`src/rtl/cpu_pkg.sv`:
```
// ----------------------------------------------------------------------------
// cpu_pkg
// Shared definitions for the pipeline forwarding/hazard controller:
//   - forwarding mux select encodings (register file, WB, MEM)
//   - REG_ZERO, the hard-wired zero register index
//   - slot_t, the per-stage destination metadata shadow record
//   - slot_writes(), true when a slot will write a given nonzero register
// ----------------------------------------------------------------------------
package cpu_pkg;

    // Register-index width that the slot record is built with.
    localparam int SLOT_REG_W = 5;

    localparam logic [1:0] FWD_REG = 2'b00;
    localparam logic [1:0] FWD_WB  = 2'b01;
    localparam logic [1:0] FWD_MEM = 2'b10;

    localparam logic [SLOT_REG_W-1:0] REG_ZERO = '0;

    typedef struct packed {
        logic                  valid;
        logic [SLOT_REG_W-1:0] rs;
        logic [SLOT_REG_W-1:0] rt;
        logic [SLOT_REG_W-1:0] dst;
        logic                  regwrite;
        logic                  memread;
    } slot_t;

    // A slot is a forwarding source for idx only if it really writes the
    // register file and the target is not the zero register.
    function automatic logic slot_writes(input slot_t s, input logic [SLOT_REG_W-1:0] idx);
        return s.valid & s.regwrite & (s.dst != REG_ZERO) & (s.dst == idx);
    endfunction

endpackage

```
`src/rtl/fwd_select.sv`:
```
// ----------------------------------------------------------------------------
// fwd_select
// Combinational select generator for one ALU operand forwarding mux.
// Ports:
//   src      in   source register index of the instruction in EX
//   mem_slot in   metadata of the instruction in MEM
//   wb_slot  in   metadata of the instruction in WB
//   sel      out  FWD_MEM, FWD_WB or FWD_REG (never 2'b11)
// MEM is the younger producer, so it wins over WB.
// ----------------------------------------------------------------------------
module fwd_select
    import cpu_pkg::*;
(
    input  logic [SLOT_REG_W-1:0] src,
    input  slot_t                 mem_slot,
    input  slot_t                 wb_slot,
    output logic [1:0]            sel
);

    always_comb begin
        sel = FWD_REG;
        if (slot_writes(mem_slot, src)) begin
            sel = FWD_MEM;
        end else if (slot_writes(wb_slot, src)) begin
            sel = FWD_WB;
        end
    end

    // Source fields and the load flag of the later slots play no part in
    // the forwarding decision.
    logic unused_fields;
    assign unused_fields = ^{mem_slot.rs, mem_slot.rt, mem_slot.memread,
                             wb_slot.rs,  wb_slot.rt,  wb_slot.memread};

endmodule

```
`src/rtl/forward_hazard_ctrl.sv`:
```
// ----------------------------------------------------------------------------
// forward_hazard_ctrl
// Forwarding and load-use stall controller for the EX-stage operand muxes.
// Keeps shadow copies of destination metadata for EX, MEM and WB that move
// in lockstep with the datapath pipeline registers.
// Parameters:
//   REG_W  register-index width (the slot record is built at SLOT_REG_W,
//          so REG_W must equal it)
//   CNT_W  width of the saturating stall counter
// Ports:
//   clk_i          clock, rising edge
//   rst_i          synchronous active-high reset
//   id_valid_i     ID holds a real instruction
//   id_rs_i/rt_i   source indices of the ID instruction
//   id_dst_i       resolved destination of the ID instruction
//   id_regwrite_i  ID instruction writes the register file
//   id_memread_i   ID instruction is a load
//   flush_i        discard the ID instruction (taken branch)
//   stall_o        hold PC and IF/ID, bubble into ID/EX
//   forward_a_o    operand A mux select
//   forward_b_o    operand B mux select
//   stall_cnt_o    saturating count of stall cycles
// ----------------------------------------------------------------------------
module forward_hazard_ctrl
    import cpu_pkg::*;
#(
    parameter int REG_W = SLOT_REG_W,
    parameter int CNT_W = 16
) (
    input  logic             clk_i,
    input  logic             rst_i,
    input  logic             id_valid_i,
    input  logic [REG_W-1:0] id_rs_i,
    input  logic [REG_W-1:0] id_rt_i,
    input  logic [REG_W-1:0] id_dst_i,
    input  logic             id_regwrite_i,
    input  logic             id_memread_i,
    input  logic             flush_i,
    output logic             stall_o,
    output logic [1:0]       forward_a_o,
    output logic [1:0]       forward_b_o,
    output logic [CNT_W-1:0] stall_cnt_o
);

    slot_t            ex_reg;
    slot_t            mem_reg;
    slot_t            wb_reg;
    slot_t            ex_next;
    slot_t            mem_next;
    logic [CNT_W-1:0] stall_cnt_reg;
    logic             hazard;

    // Load in EX whose result the ID instruction needs: the value only
    // exists after MEM, so the consumer must wait one cycle.
    assign hazard = id_valid_i & ex_reg.valid & ex_reg.memread &
                    (ex_reg.dst != REG_ZERO) &
                    ((ex_reg.dst == id_rs_i) | (ex_reg.dst == id_rt_i));

    // A flushed instruction never executes, so it cannot cause a stall.
    assign stall_o = hazard & ~flush_i;

    always_comb begin
        ex_next = '0;
        if (id_valid_i & ~stall_o & ~flush_i) begin
            ex_next.valid    = 1'b1;
            ex_next.rs       = id_rs_i;
            ex_next.rt       = id_rt_i;
            ex_next.dst      = id_dst_i;
            ex_next.regwrite = id_regwrite_i;
            ex_next.memread  = id_memread_i;
        end
    end

    // MEM and WB only need what a forwarding source is judged on.
    always_comb begin
        mem_next          = '0;
        mem_next.valid    = ex_reg.valid;
        mem_next.dst      = ex_reg.dst;
        mem_next.regwrite = ex_reg.regwrite;
    end

    always_ff @(posedge clk_i) begin
        if (rst_i) begin
            ex_reg        <= '0;
            mem_reg       <= '0;
            wb_reg        <= '0;
            stall_cnt_reg <= '0;
        end else begin
            ex_reg  <= ex_next;
            mem_reg <= mem_next;
            wb_reg  <= mem_reg;
            if (stall_o && (stall_cnt_reg != {CNT_W{1'b1}})) begin
                stall_cnt_reg <= stall_cnt_reg + 1'b1;
            end
        end
    end

    assign stall_cnt_o = stall_cnt_reg;

    // Operand 0 is A (rs), operand 1 is B (rt).
    logic [1:0][SLOT_REG_W-1:0] src_idx;
    logic [1:0][1:0]            sel_raw;
    logic [1:0][1:0]            sel;

    assign src_idx[0] = ex_reg.rs;
    assign src_idx[1] = ex_reg.rt;

    genvar gi;
    generate
        for (gi = 0; gi < 2; gi++) begin : g_fwd
            fwd_select u_fwd_select (
                .src      (src_idx[gi]),
                .mem_slot (mem_reg),
                .wb_slot  (wb_reg),
                .sel      (sel_raw[gi])
            );
            // A bubble in EX reads nothing, so it must not steer the muxes.
            assign sel[gi] = ex_reg.valid ? sel_raw[gi] : FWD_REG;
        end
    endgenerate

    assign forward_a_o = sel[0];
    assign forward_b_o = sel[1];

endmodule
```
`config.mk`:
```
export PLATFORM = sky130hd
export DESIGN_NAME = forward_hazard_ctrl
export DESIGN_NICKNAME = d
export VERILOG_FILES = /design/src/rtl/cpu_pkg.sv /design/src/rtl/fwd_select.sv /design/src/rtl/forward_hazard_ctrl.sv
export SDC_FILE = /design/constraint.sdc
export NUM_CORES = 1
export LEC_CHECK = 0
export BUFFER_PORTS_ARGS = -buffer_cell sky130_fd_sc_hd__buf_2
export CORE_ASPECT_RATIO = 0.75
export CORE_MARGIN = 4
export CORE_UTILIZATION = 54
export CTS_CLUSTER_SIZE = 12
export DETAILED_ROUTE_END_ITERATION = 10
export PLACE_DENSITY = 0.78
export SKIP_CTS_REPAIR_TIMING = 1
export SYNTH_ARGS = -nofsm -noshare
export SYNTH_HDL_FRONTEND = slang
export SYNTH_HIERARCHICAL = 1
export SYNTH_SLANG_ARGS = --single-unit
export TNS_END_PERCENT = 100
```
`constraint.sdc`:
```
create_clock -name clk_i -period 2.4 [get_ports clk_i]
set_input_delay 0.36 -clock clk_i [delete_from_list [all_inputs] [get_ports clk_i]]
set_output_delay 0.36 -clock clk_i [all_outputs]
set_load 0.03 [all_outputs]
```
==> metrics.cfg <==
[setup_path]
critPathCaptureType = flop
crit_arrival_ns = 2.37
crit_fanout = 16
crit_required_ns = 2.59
cp-start-kind = flop
criticalPathCategory = flop to flop

[die]
die_w_um = 82.1
die_y_um = 63.6
ios = 42
initial_core_util = 0.585
die_area_um2 = 5220
rows = 19
core_um2 = 3800

[layout]
fin_area_um2 = 2580
largest_reg_flops = 18
drive_gt1_frac = 0.266
antenna_cells = 0
finalNetCount = 288
area_growth_pct = 16.1
instances_no_fill = 319

[place]
dp_slack_ns = 0.106
place_hpwl_um = 3350
gp_congestion = 0.772
portBuffers = 41
place_inst = 311
placed_area_um2 = 2450

[sta]
finalCriticalPeriod_ns = 2.17
rsz0062_at_grt = no
relSlewSlack = 0.567
period_share = 0.905
tns_ns = 0
maxSlewViolCount = 0
finalSetupViolations = 0
hold_viol = 0
setup_ws_ns = 0.229
timing.fmax_mhz = 461
worstMarginPinSlew_ns = 0.649
finalClockSkew_ns = 0.00686

[pwr]
leakage_nw = 1.00
peakVddDrop_v = 0.000345
total_power_mw = 1.53
power_density_nw_per_um2 = 592

[clock_network]
clk_latency_ns = 0.30
htree_levels = 2
cts_num_sinks = 48
cts_made_buffers = 5
tritoncts = done
cts_buffer_depth = 2
clk_pin_slew_worst_paths_ns = 0.09
clock_tree.root_cell = clkbuf_8

[yosys]
synthCells = 224
synth_nets = 246
syn-cell-area_um2 = 2220
synth_area_per_cell_um2 = 9.93
synth_warnings = 6

[global_route]
grt_pass1_vias = 1566
grtUsageTotal = 0.186
gr-total-overflow = 0
grt_pass1_wl_um = 7490
grt_max_degree = 37
antenna_found_initial = 0

[route]
via_per_inst = 5.25
wl_um = 4430
route.vias.total = 1674
firstDrtPassIters = 5
wl_per_cell_um = 13.9
dr.first_iter.drc_count = 160
final_antenna_net_count = 0
drcViolationCount = 0

[worst_hold_path]
hold_class = input pin to flop

[job]
drv_cap = 0

[status]
status = finished, final reports clean

## power breakdown
group          leakage, nW  switching, mW  internal (mW)
sequential           0.389         0.0140          0.807
clock               0.0645          0.255          0.367
combinational        0.548         0.0428         0.0405
## area by class of cell
| class | count | area [um2] |
|---|---|---|
| fillers | 308 | 1220 |
| multi-input cells | 165 | 1200 |
| flip-flops and latches | 48 | 961 |
| repair buffers | 42 | 213 |
| clock buffers | 7 | 96.3 |
| well taps | 52 | 65.1 |
| clock inverters | 1 | 30.0 |
| inverters | 4 | 15.0 |
## metal layers
metal	wire length (um)	global-route usage	part of all wire	vias up
met2	1930	0.268	0.44	47
met5	0	0	0	-
li1	-	-	-	862
met1	2210	0.268	0.50	761
met4	25	0.0498	0.0056	0
met3	263	0.0556	0.059	4
## cell usage in the layout (no fill, tap or decap), drive strengths merged, types with 5 or more instances in the layout
| master | n |
|---|---|
| dfxtp | 48 |
| buf | 42 |
| and2 | 23 |
| nor2b | 18 |
| xnor2 | 18 |
| nor2 | 14 |
| xor2 | 12 |
| a21oi | 9 |
| nand3 | 8 |
| nand2 | 7 |
| clkbuf | 7 |
| nand4 | 6 |
| nor3 | 6 |
| o21ai | 5 |
## worst max-delay path, cell delays in order, from the launching register on
cell	delay (ns)
dfxtp_1	0.37
ha_1	0.27
and2_1	0.19
nand4_1	0.20
o21bai_4	0.11
or2_4	0.31
nor4_2	0.30
mux2_4	0.32
## final timing paths
| path | startpoint | endpoint | slack (ns) | cells after the start |
|---|---|---|---|---|
| max | stall_cnt_o[0] | stall_cnt_o[15] | 0.23 | 7 |
| min reg2reg | ex_reg[1] | mem_reg[1] | 0.45 | 1 |
| min | id_dst_i[0] | ex_reg[2] | 0.25 | 2 |
| max reg2reg | stall_cnt_o[0] | stall_cnt_o[15] | 0.23 | 7 |
## metrics by stage
| stage | hold slack [ns] | util |
|---|---|---|
| 5_1_grt | 0.245 | 0.679 |
| 6_report | 0.252 | 0.679 |
| 3_5_place_dp | 0.424 | 0.645 |
| 3_3_place_gp | 0.425 | 0.645 |
| 2_1_floorplan | 0.414 | - |
| 4_1_cts | 0.241 | 0.678 |
No activity file was read; power rests on OpenSTA's default activity.
